[src/rtl/rover_pkg.sv]
// Shared rover ranging definitions: FSM state codes and timing defaults used by both
// the proximity initiator and the echo responder so the two ends agree on timing.
package rover_pkg;

    localparam logic [2:0] ST_IDLE      = 3'd0;
    localparam logic [2:0] ST_TRIG_MEAS = 3'd1;
    localparam logic [2:0] ST_BURST     = 3'd2;
    localparam logic [2:0] ST_ECHO      = 3'd3;
    localparam logic [2:0] ST_HOLDOFF   = 3'd4;

    // Timing in clk cycles at a 100 MHz system clock.
    localparam int DEF_CLK_HZ       = 100_000_000;
    localparam int DEF_TRIG_MIN_CYC = 1000;
    localparam int DEF_BURST_CYC    = 20000;
    localparam int DEF_CYC_PER_CM   = 5800;
    localparam int DEF_MAX_CM       = 400;
    localparam int DEF_TIMEOUT_CYC  = 3_800_000;
    localparam int DEF_HOLDOFF_CYC  = 1_000_000;
    localparam int DEF_DIST_W       = 9;

    // Bits needed for a counter that runs 0 .. n-1.
    function automatic int cnt_w(input int n);
        return (n <= 2) ? 1 : $clog2(n);
    endfunction

    function automatic int max3(input int a, input int b, input int c);
        int m;
        m = (a > b) ? a : b;
        return (m > c) ? m : c;
    endfunction

endpackage

[src/rtl/sync_2ff.sv]
// Generic two-flop synchroniser for bringing asynchronous levels into the clk domain.
module sync_2ff #(
    parameter int WIDTH = 1
) (
    input  logic             clk,
    input  logic             rst_n,
    input  logic [WIDTH-1:0] d,
    output logic [WIDTH-1:0] q
);

    logic [WIDTH-1:0] meta;

    // NOTE: non-blocking assignments make meta and q a true two-stage shift register;
    // blocking ones would collapse the chain into a single flop.
    always_ff @(posedge clk or negedge rst_n) begin
        if (!rst_n) begin
            meta <= '0;
            q    <= '0;
        end else begin
            meta <= d;
            q    <= meta;
        end
    end

endmodule

[src/rtl/ultrasonic_echo_responder.sv]
// Emulated HC-SR04 far end: qualifies the trigger pulse, waits the burst delay, then
// answers with an echo whose width encodes the latched distance (or a no-object timeout).
module ultrasonic_echo_responder
    import rover_pkg::*;
#(
    parameter int TRIG_MIN_CYC = DEF_TRIG_MIN_CYC,
    parameter int BURST_CYC    = DEF_BURST_CYC,
    parameter int CYC_PER_CM   = DEF_CYC_PER_CM,
    parameter int MAX_CM       = DEF_MAX_CM,
    parameter int TIMEOUT_CYC  = DEF_TIMEOUT_CYC,
    parameter int HOLDOFF_CYC  = DEF_HOLDOFF_CYC,
    parameter int DIST_W       = DEF_DIST_W
) (
    input  logic              clk,
    input  logic              rst_n,
    input  logic              trigger,
    input  logic [DIST_W-1:0] distance_cm,
    output logic              echo,
    output logic              busy,
    output logic              done
);

    localparam int TRIG_W = cnt_w(TRIG_MIN_CYC + 1);
    localparam int CYC_W  = cnt_w(CYC_PER_CM);
    localparam int CNT_W  = cnt_w(max3(TIMEOUT_CYC, HOLDOFF_CYC, BURST_CYC));

    localparam logic [TRIG_W-1:0] TRIG_SAT     = TRIG_W'(TRIG_MIN_CYC);
    localparam logic [TRIG_W-1:0] TRIG_ONE     = TRIG_W'(1);
    localparam logic [CYC_W-1:0]  CYC_LAST     = CYC_W'(CYC_PER_CM - 1);
    localparam logic [CYC_W-1:0]  CYC_ONE      = CYC_W'(1);
    localparam logic [CNT_W-1:0]  BURST_LAST   = CNT_W'(BURST_CYC - 1);
    localparam logic [CNT_W-1:0]  TIMEOUT_LAST = CNT_W'(TIMEOUT_CYC - 1);
    localparam logic [CNT_W-1:0]  HOLDOFF_LAST = CNT_W'(HOLDOFF_CYC - 1);
    localparam logic [CNT_W-1:0]  CNT_ONE      = CNT_W'(1);
    localparam logic [DIST_W-1:0] DIST_ONE     = DIST_W'(1);
    localparam logic [DIST_W-1:0] DIST_MAX     = DIST_W'(MAX_CM);

    logic              trig_s;
    logic              trig_d;
    logic              trig_rise;
    logic              trig_fall;
    logic [2:0]        state;
    logic [TRIG_W-1:0] trig_cnt;
    logic [CNT_W-1:0]  cnt;
    logic [DIST_W-1:0] cm_cnt;
    logic [CYC_W-1:0]  cyc_cnt;
    logic [DIST_W-1:0] dist_q;
    logic              no_object;
    logic              echo_last;

    sync_2ff #(.WIDTH(1)) u_trig_sync (
        .clk   (clk),
        .rst_n (rst_n),
        .d     (trigger),
        .q     (trig_s)
    );

    always_ff @(posedge clk or negedge rst_n) begin
        if (!rst_n) trig_d <= 1'b0;
        else        trig_d <= trig_s;
    end

    assign trig_rise = trig_s & ~trig_d;
    assign trig_fall = ~trig_s & trig_d;

    // dist_q is stable for the whole measurement, so these decode straight off it.
    assign no_object = (dist_q == '0) || (dist_q > DIST_MAX);
    assign echo_last = no_object ? (cnt == TIMEOUT_LAST)
                                 : ((cm_cnt == dist_q - DIST_ONE) && (cyc_cnt == CYC_LAST));

    always_ff @(posedge clk or negedge rst_n) begin
        if (!rst_n) begin
            state    <= ST_IDLE;
            trig_cnt <= '0;
            cnt      <= '0;
            cm_cnt   <= '0;
            cyc_cnt  <= '0;
            dist_q   <= '0;
            echo     <= 1'b0;
            busy     <= 1'b0;
            done     <= 1'b0;
        end else begin
            // NOTE: done defaults low every cycle so it can only ever be a one-cycle pulse.
            done <= 1'b0;
            case (state)
                ST_IDLE: begin
                    cnt     <= '0;
                    cm_cnt  <= '0;
                    cyc_cnt <= '0;
                    // The rising-edge cycle is already the first synced-high cycle.
                    if (trig_rise) begin
                        state    <= ST_TRIG_MEAS;
                        trig_cnt <= TRIG_ONE;
                    end
                end
                ST_TRIG_MEAS: begin
                    if (trig_fall) begin
                        if (trig_cnt >= TRIG_SAT) begin
                            state  <= ST_BURST;
                            dist_q <= distance_cm;
                            busy   <= 1'b1;
                            cnt    <= '0;
                        end else begin
                            state <= ST_IDLE;
                        end
                    end else if (trig_cnt != TRIG_SAT) begin
                        trig_cnt <= trig_cnt + TRIG_ONE;
                    end
                end
                ST_BURST: begin
                    if (cnt == BURST_LAST) begin
                        state   <= ST_ECHO;
                        echo    <= 1'b1;
                        cnt     <= '0;
                        cm_cnt  <= '0;
                        cyc_cnt <= '0;
                    end else begin
                        cnt <= cnt + CNT_ONE;
                    end
                end
                ST_ECHO: begin
                    if (echo_last) begin
                        state <= ST_HOLDOFF;
                        echo  <= 1'b0;
                        done  <= 1'b1;
                        cnt   <= '0;
                    end else if (no_object) begin
                        cnt <= cnt + CNT_ONE;
                    end else if (cyc_cnt == CYC_LAST) begin
                        cyc_cnt <= '0;
                        cm_cnt  <= cm_cnt + DIST_ONE;
                    end else begin
                        cyc_cnt <= cyc_cnt + CYC_ONE;
                    end
                end
                ST_HOLDOFF: begin
                    if (cnt == HOLDOFF_LAST) begin
                        state <= ST_IDLE;
                        busy  <= 1'b0;
                        cnt   <= '0;
                    end else begin
                        cnt <= cnt + CNT_ONE;
                    end
                end
                default: begin
                    state <= ST_IDLE;
                    echo  <= 1'b0;
                    busy  <= 1'b0;
                end
            endcase
        end
    end

endmodule

[config.mk]
export PLATFORM = sky130hd
export DESIGN_NAME = ultrasonic_echo_responder
export DESIGN_NICKNAME = d
export VERILOG_FILES = /design/src/rtl/rover_pkg.sv /design/src/rtl/sync_2ff.sv /design/src/rtl/ultrasonic_echo_responder.sv
export SDC_FILE = /design/constraint.sdc
export NUM_CORES = 1
export LEC_CHECK = 0
export CAP_MARGIN = 20
export CORE_UTILIZATION = 40
export CTS_CLUSTER_DIAMETER = 80
export DETAILED_ROUTE_END_ITERATION = 16
export PLACE_DENSITY = 0.63
export SYNTH_ARGS = -nofsm -noshare
export SYNTH_HDL_FRONTEND = slang
export SYNTH_HIERARCHICAL = 1
export SYNTH_SLANG_ARGS = --single-unit
[constraint.sdc]
create_clock -name clk -period 9.3 [get_ports clk]
set_clock_uncertainty 0.1 [all_clocks]
set_input_delay 0.93 -clock clk [delete_from_list [all_inputs] [get_ports clk]]
set_output_delay 0.93 -clock clk [all_outputs]
set_load 0.01 [all_outputs]
==> impl_metrics.yaml, run 1 <==
run_status:
  status: "completed"
detailed_routing:
  totalWireLength_um: 8730
  via_per_inst: 5.52
  ant_nets: 0
  routedWlPerCell_um: 14.3
  num_vias: 3361
  drt_pass1_iterations: 5
  drtIter0Drc: 211
  drc: 0
clocking:
  cts-root-buf: "clkbuf_8"
  insertion_delay_ps: 350
  cts_resized: 0
  clockBufferDepth: 2
  ctsHoldBuffers: 0
  cts-buffers-inserted: 9
  clk_pin_slew_ps: 70
  cts_tree: "done"
  cts.sinks: 72
  cts_max_level: 3
  cts_setup_buffers: 0
place:
  place_hpwl_um: 6020
  place_congestion: 0.818
  place_inst: 596
  place_area_sq_um: 4460
  port_buffers: 14
layout:
  final_area_sq_um: 4620
  diodes: 0
  nNetsFinal: 489
  finish.utilization_pct: 44.7
  syn_to_final_growth_pct: 8.91
  stdcell_count: 609
  drive_above_1_share_pct: 9.30
logic_synthesis:
  synth_top_cell_by_area: "dfrtp_1"
  synth-edff-count: 0
  synth_area_sq_um: 4240
  ys_warn_count: 6
  synth_ff_type: "dfrtp_1"
  ys_seq_area_share_pct: 42.5
  ys_top_cells_by_area: "dfrtp_1, nor2_1, o21ai_0"
  synth_top_area_share_pct: 42.5
  synth_common_cells: "dfrtp_1, nor2_1, nand2_1, o21ai_0, and3_1"
  synth_cells: 462
  synth_cell_types: 68
  syn_avg_cell_area_sq_um: 9.18
  ys_seq_elements: 72
  syn_nets: 480
  synthArstFlopShare_pct: 100
  synth.most_common_cell: "dfrtp_1"
sta:
  setup_violations: 0
  final.setup.tns_ps: 0
  max-slew-margin-rel_pct: 33.0
  finalHoldViolCount: 0
  layout_min_cycle_time_ps: 3700
  timing.final.crit_share_pct: 39.8
  tightest_slew_ps: 998
  fmax_mhz: 270
  drv_slew: 0
  grt_setup_unrepaired: "no"
setup_path:
  cp-startpoint: "dist_q[0]"
  cp.arrival_ps: 3820
  max_stage_delay_ps: 680
  cp-start-kind: "flip-flop"
  worst-setup-path-type: "reg2reg"
  required_ps: 9420
  worst-path-max-fanout: 17
  end_kind: "flip-flop"
  ff2ff_setup_slack_ps: 5600
  cp_slowest_cell: "a211oi_4"
  reg2reg_from: "dist_q[0]"
  worstPathCellList: "inv_1 -> ha_1 -> or4b_1 -> or4b_2 -> o21ai_2 -> a32oi_2 -> a211oi_4 -> and2_0 -> nor2_1"
floorplan:
  dieWidth_um: 105
  die_h_um: 105
  coreArea_sq_um: 10300
  die-area_sq_um: 11000
  initial_core_util_pct: 41.1
  num_rows: 37
  ioPinCount: 15
global_route:
  grtUsageTotal_pct: 17.6
  overflow: 0
  antenna_found_initial: 0
  grt_pass1_wl_um: 15600
  first_global_vias: 3291
  grt_max_degree: 73
worst_hold_path:
  hp-class: "reg2reg"
  hold_path_startpoint: "u_trig_sync/meta"
run:
  maxCapViolations: 0
pwr:
  p_leak_nw: 2.05
  peakVddDrop_v: 0.0000844
  power.density_nw_per_um2: 134
## report_power, final
part	leakage, nW	internal, W	total, W	switching (W)
logic	0.998	0.0000260	0.0000622	0.0000363
clock network	0.0842	0.000107	0.000215	0.000108
registers	0.969	0.000324	0.000341	0.0000162
## sequential cells by signal (all words and copies together), names as in the netlist
| register | flops |
|---|---|
| cnt | 22 |
| cyc_cnt | 13 |
| trig_cnt | 10 |
| cm_cnt | 9 |
| dist_q | 9 |
| state | 3 |
| busy | 1 |
| done | 1 |
| echo | 1 |
| trig_d | 1 |
| u_trig_sync/meta | 1 |
| u_trig_sync/q | 1 |
## logic make-up (layout without fill, tap and decap cells)
group / count (synthesis) / after routing / synth area share (%)
AND/OR/NAND/NOR: 206 / 206 / 25.7
multiplexers: 11 / 11 / 2.89
adder cells (fa/ha/maj): 6 / 6 / 1.77
XOR/XNOR: 26 / 26 / 5.37
buffers and inverters: 39 / 50 / 4.19
flip-flops: 72 / 72 / 42.5
AO/OA/AOI/OAI: 102 / 102 / 17.6
## layer usage
| layer | track usage, % | wire [um] | up-vias |
|---|---|---|---|
| li1 | - | - | 1680 |
| met1 | 23.3 | 4300 | 1627 |
| met2 | 27.5 | 4010 | 41 |
| met3 | 4.30 | 237 | 13 |
| met4 | 7.24 | 172 | 0 |
| met5 | 0 | 0 | - |
## worst paths after layout
| kind | to | cells past startpoint |
|---|---|---|
| min reg2reg | u_trig_sync/q | 0 |
| max in group asynchronous | u_trig_sync/q | 2 |
| max reg2reg | cnt[17] | 9 |
| min | u_trig_sync/q | 0 |
| min in group asynchronous | dist_q[5] | 2 |
| max | cnt[17] | 9 |
## layout by cell type, fill, tap and decap left out, types with 5 or more instances in the layout
master,count
a21o_1,6
a21oi_1,6
a22o_1,12
a31oi_1,6
and2_1,6
and3_1,23
clkbuf_8,11
clkdlybuf4s50_1,13
dfrtp_1,72
ha_1,6
inv_1,21
mux2_2,10
nand2_1,35
nand2b_1,5
nand3_1,17
nand4_1,18
nor2_1,53
nor2b_1,9
nor3_1,7
nor4_1,6
o21ai_0,35
o21ai_1,5
o31ai_1,5
xnor2_1,6
xor2_1,20
## area by class of cell
| class | count | area, sq um |
|---|---|---|
| flip-flops and latches | 72 | 1800 |
| clock inverters | 1 | 5.00 |
| multi-input cells | 351 | 2260 |
| clock buffers | 12 | 155 |
| fillers | 1015 | 5700 |
| well taps | 136 | 170 |
| inverters | 22 | 82.6 |
| repair buffers | 15 | 143 |
## per-stage QoR
stage / power [W] / hold WS (ps) / worst slack, ps
finish: 0.000618 / 260 / 5600
global route: 0.000654 / 269 / 5330
CTS: 0.000630 / 258 / 5590
detailed placement: 0.000409 / 241 / 5580
global placement: 0.000407 / 236 / 5670
floorplan: 0.000388 / 231 / 6090
## critical path: cells and delay by family (launching register included)
family                   cells  cell delay [ps]
flip-flops                   1              430
AND/OR/NAND/NOR              4             1680
buffers and inverters        1               80
adder cells (fa/ha/maj)      1              200
AO/OA/AOI/OAI                3             1090
No activity file was read; power rests on OpenSTA's default activity.
==> inputs of run 2 (changes only) <==
clock period = 3.7 ns   (was 9.3 ns; I/O delays follow)
==> run 2 against run 1 <==
Net effect: sequential share of layout area is 1.5 points lower; count of clock-buffer cells in the layout unchanged; clock power rose to 3.2 times the previous value; critical endpoint is now cnt[15]; register-to-register slack got worse by 5400 ps; via count rose by 2.5%; critical path depth did not move; sequential power rose to 2.5 times the previous value; highest routed layer unchanged; largest power group unchanged; final cell count rose by 2.5%; non-clock buffer count increased by 13.
==> impl_metrics.yaml, run 2 (synthesized netlist as in run 1, its figures left out) <==
run_status:
  status: "completed"
sta:
  fmax_mhz: 287
  timing.final.crit_share_pct: 94.2
  worst_slack_ps: 213
  setup_violations: 0
  tightest_slew_ps: 874
  finalHoldViolCount: 0
  drv_slew: 0
  grt_setup_unrepaired: "no"
  final.setup.tns_ps: 0
  layout_min_cycle_time_ps: 3490
  max-slew-margin-rel_pct: 41.2
  holdWs_ps: 258
clocking:
  cts_max_level: 3
  insertion_delay_ps: 350
  cts.sinks: 72
  cts-buffers-inserted: 9
  clk_pin_slew_ps: 80
  cts-root-buf: "clkbuf_8"
  cts_tree: "done"
  clockBufferDepth: 2
layout:
  regArea_sq_um: 1800
  finish.utilization_pct: 46.5
  syn_to_final_growth_pct: 13.3
  diodes: 0
  multi_input_area_sq_um: 2260
  reg_top3: "cnt (22), cyc_cnt (13), trig_cnt (10)"
  largest_reg_flops: 22
  nNetsFinal: 502
  largest_register: "cnt"
  fillers: 988
  final_common_cell: "dfrtp_1"
  drive_above_1_share_pct: 11.9
  final_cell_mix: "dfrtp_1, nor2_1, nand2_1, o21ai_0, and3_1"
worst_hold_path:
  min_path_cells: 0
  hp-class: "reg2reg"
setup_path:
  cp_slowest_cell: "or4_4"
  cp.depth: 9
  required_ps: 3830
  worst-path-max-fanout: 12
  cp_top_family: "simple AND/OR/NAND/NOR gates"
  end_kind: "flip-flop"
  cp-start-kind: "flip-flop"
  critPathBufInv: 1
  worst-setup-path-type: "reg2reg"
  cp-startpoint: "cyc_cnt[8]"
  crit_end: "cnt[15]"
  rr_worst_depth: 9
  reg2reg_from: "cyc_cnt[8]"
  max_stage_delay_ps: 580
  r2r-end: "cnt[15]"
  ff2ff_setup_slack_ps: 210
  cp.arrival_ps: 3610
  worstPathCellList: "or4_1 -> or3_1 -> or4_4 -> a2111oi_4 -> o21ba_4 -> buf_4 -> nand4_1 -> xor2_1 -> nor2_1"
global_route:
  grt_pass1_wl_um: 16000
  antenna_found_initial: 0
  first_global_vias: 3332
  overflow: 0
  grt_max_degree: 48
  grtUsageTotal_pct: 18.0
detailed_routing:
  drt_pass1_iterations: 4
  routedWlPerCell_um: 14.5
  num_vias: 3446
  totalWireLength_um: 9060
  via_per_inst: 5.52
  ant_nets: 0
  drc: 0
  drtIter0Drc: 168
place:
  place_hpwl_um: 6310
  place_ws_ps: 207
  port_buffers: 14
  place_congestion: 0.799
run:
  maxCapViolations: 0
pwr:
  power.density_nw_per_um2: 359
  p_leak_nw: 2.15
  p_total_w: 0.00173
  peakVddDrop_v: 0.000209
floorplan:
  die-area_sq_um: 11000
  dieWidth_um: 105
  ioPinCount: 15
  initial_core_util_pct: 41.1
  die_h_um: 105
  coreArea_sq_um: 10300
  num_rows: 37
## run 2: cell types whose count changed in the layout (fill, tap and decap cells not counted)
cell	change
and2_1	+1
buf_12	+2
and2_0	-1
dlygate4sd3_1	+1
bufinv_16	+2
buf_4	+10
## run 2: worst min-delay path by stage
stage / slack, ps / from / end
after CTS: 140 / rst_n / cm_cnt[4]
final: 260 / u_trig_sync/meta / u_trig_sync/q
after floorplan: -30 / rst_n / busy
after global routing: 260 / u_trig_sync/meta / u_trig_sync/q
after global placement: 230 / u_trig_sync/meta / u_trig_sync/q
after detailed placement: 240 / u_trig_sync/meta / u_trig_sync/q
## run 2: area by class of cell
class	count	share of cell area, %
sequential	72	37.5
tap	136	3.54
timing repair buffer	28	5.57
clock buffer	12	3.23
clock inverter	3	1.35
inverter	22	1.72
multi-input combinational	351	47.1
## run 2: where the power goes
| group | switching, W | internal, W |
|---|---|---|
| Combinational | 0.0000949 | 0.0000784 |
| Sequential | 0.0000404 | 0.000815 |
| Clock | 0.000284 | 0.000412 |
| Total | 0.000419 | 0.00131 |
## run 2: per-stage QoR
step / cell area [sq um] / std cells
2_1_floorplan: 4240 / 462
3_3_place_gp: 4530 / 605
3_5_place_dp: 4530 / 605
4_1_cts: 4750 / 620
5_1_grt: 4800 / 624
6_report: 4800 / 624
## run 2: routing by layer
layer | vias up | GRT usage [%] | part of all wire (%)
li1 | 1717 | - | -
met1 | 1667 | 24.0 | 49
met2 | 51 | 29.0 | 47
met3 | 11 | 3.81 | 3.1
met4 | 0 | 6.04 | 1.1
met5 | - | 0 | 0
## run 2: timing repair
action,in CTS,in global routing
resized for setup,0,1
buffers inserted,0,2
endpoints found under the setup margin,0,7
hold endpoints to repair,0,6
hold buffers,0,1
## run 2: worst reg2reg max path: cells and delay by family, from the launching register on
family / cells / cell delay (ps)
AO/OA/AOI/OAI: 2 / 820
XOR/XNOR: 1 / 170
buffers and inverters: 1 / 180
flip-flops: 1 / 440
AND/OR/NAND/NOR: 5 / 1660
==> inputs of run 3 (changes only) <==
CORE_MARGIN = 2   (was unset)
==> run 3 against run 2 <==
Net effect: via count shrank 0.84%; combinational power fell by 3%; non-clock buffer count is 3 lower; worst hold slack got worse by 3.9 ps; flip-flop and latch count unchanged; register-to-register slack got worse by 20 ps; sequential power hardly changed; count of clock-buffer cells in the layout is 3 lower; wire length down 3.4%; largest cell class unchanged; highest routed layer unchanged.
==> impl_metrics.yaml, run 3 (synthesized netlist as in run 1, its figures left out) <==
run_status:
  status: "completed"
global_route:
  overflow: 0
  antenna_found_initial: 0
  grt_max_degree: 48
  grtUsageTotal_pct: 16.9
  first_global_vias: 3259
  grt_pass1_wl_um: 15500
setup_path:
  rr_worst_depth: 8
  required_ps: 3850
  worstPathCellList: "or4_1 -> or3_1 -> or4_4 -> a2111oi_4 -> o21ba_4 -> buf_4 -> o21ai_0 -> a22o_1"
  cp_slowest_cell: "or4_4"
  cp_top_family: "simple AND/OR/NAND/NOR gates"
  ff2ff_setup_slack_ps: 200
  cp-start-kind: "flip-flop"
  max_stage_delay_ps: 580
  end_kind: "flip-flop"
  worst-path-max-fanout: 17
  cp.depth: 8
  worst-setup-path-type: "reg2reg"
  critPathBufInv: 1
  cp.arrival_ps: 3650
layout:
  drive_above_1_share_pct: 11.7
  fillers: 985
  syn_to_final_growth_pct: 13.6
  nNetsFinal: 499
  final_common_cell: "dfrtp_1"
  final_cell_mix: "dfrtp_1, nor2_1, nand2_1, o21ai_0, and3_1"
  largest_register: "cnt"
  diodes: 0
  reg_top3: "cnt (22), cyc_cnt (13), trig_cnt (10)"
  regArea_sq_um: 1800
  multi_input_area_sq_um: 2260
  largest_reg_flops: 22
floorplan:
  ioPinCount: 15
  num_rows: 37
  die_h_um: 107
  initial_core_util_pct: 41.1
  coreArea_sq_um: 10300
  die-area_sq_um: 11400
  dieWidth_um: 107
detailed_routing:
  via_per_inst: 5.49
  drt_pass1_iterations: 6
  drtIter0Drc: 245
  num_vias: 3417
  drc: 0
  ant_nets: 0
  routedWlPerCell_um: 14.1
  totalWireLength_um: 8760
sta:
  grt_setup_unrepaired: "no"
  max-slew-margin-rel_pct: 41.1
  layout_min_cycle_time_ps: 3500
  worst_slack_ps: 198
  setup_violations: 0
  finalHoldViolCount: 0
  final.setup.tns_ps: 0
  timing.final.crit_share_pct: 94.7
  tightest_slew_ps: 875
  drv_slew: 0
  fmax_mhz: 286
clocking:
  cts_tree: "done"
  clockBufferDepth: 2
  clk_pin_slew_ps: 80
  cts_max_level: 3
  cts-root-buf: "clkbuf_8"
  cts-buffers-inserted: 9
  cts_resized: 0
  cts.sinks: 72
  insertion_delay_ps: 360
place:
  place_congestion: 0.813
  place_hpwl_um: 6130
  port_buffers: 14
  place_ws_ps: 162
pwr:
  p_seq_share_pct: 47.9
  power.density_nw_per_um2: 369
  power_frac_clock_pct: 42.7
  peakVddDrop_v: 0.000238
  p_leak_nw: 2.15
  p_sw_w: 0.000441
  power_switching_share_pct: 24.8
  comb_power_share_pct: 9.4
  p_int_w: 0.00134
worst_hold_path:
  min_path_cells: 0
  hp-class: "reg2reg"
run:
  maxCapViolations: 0
-- run 3: changes by cell type in the layout (fill, tap and decap cells not counted), sizes merged --
| cell | delta |
|---|---|
| buf | -3 |
| bufinv | +1 |
| clkbuf | -3 |
| clkinv | +2 |
| clkinvlp | +1 |
-- run 3: what timing repair did --
item / in CTS / in global routing
hold buffers: 0 / 1
endpoints found under the hold margin: 0 / 7
endpoints found under the setup margin: 0 / 1
buffers inserted: 0 / 1
-- run 3: power by group through the flow --
stage | logic (W) | clock network [W] | registers, W
after global routing | 0.000194 | 0.000820 | 0.000861
after floorplan | 0.000121 | 0 | 0.000854
after global placement | 0.000164 | 0 | 0.000869
after detailed placement | 0.000166 | 0 | 0.000869
after CTS | 0.000168 | 0.000788 | 0.000853
final | 0.000167 | 0.000759 | 0.000853
-- run 3: final cells by class --
cell class              instances  area share [%]
multi-input cells             351            46.9
flip-flops and latches         72            37.4
repair buffers                 25            5.35
well taps                     136            3.53
clock buffers                   9            2.57
clock inverters                 7            2.49
inverters                      22            1.71
-- run 3: stage by stage --
stage	hold WS, ps	util, %	total power [W]	instance area, sq um	std cells
after CTS	119	46.2	0.00181	4770	619
final	254	46.7	0.00178	4820	622
after global placement	235	43.8	0.00103	4520	603
after global routing	260	46.7	0.00187	4820	622
after floorplan	-25.6	-	0.000976	4240	462
after detailed placement	239	43.8	0.00104	4520	603
-- run 3: worst reg2reg max path: stages, from the launching register on --
cell	delay, ps
dfrtp_1	410
or4_1	520
or3_1	420
or4_4	580
a2111oi_4	510
o21ba_4	340
buf_4	190
o21ai_0	90
a22o_1	230
-- run 3: final timing paths --
| path | startpoint | endpoint |
|---|---|---|
| max in group asynchronous | rst_n | trig_cnt[7] |
| max | cyc_cnt[3] | cnt[3] |
| min | u_trig_sync/meta | u_trig_sync/q |
| min in group asynchronous | rst_n | cm_cnt[7] |
| min reg2reg | u_trig_sync/meta | u_trig_sync/q |
| max reg2reg | cyc_cnt[3] | cnt[3] |
-- run 3: routing by layer --
metal	vias up	GRT usage (%)	part of all wire, %
met3	12	4.13	3.2
met1	1657	22.8	49
met2	41	25.9	46
li1	1707	-	-
met4	0	7.24	1.8
met5	-	0	0
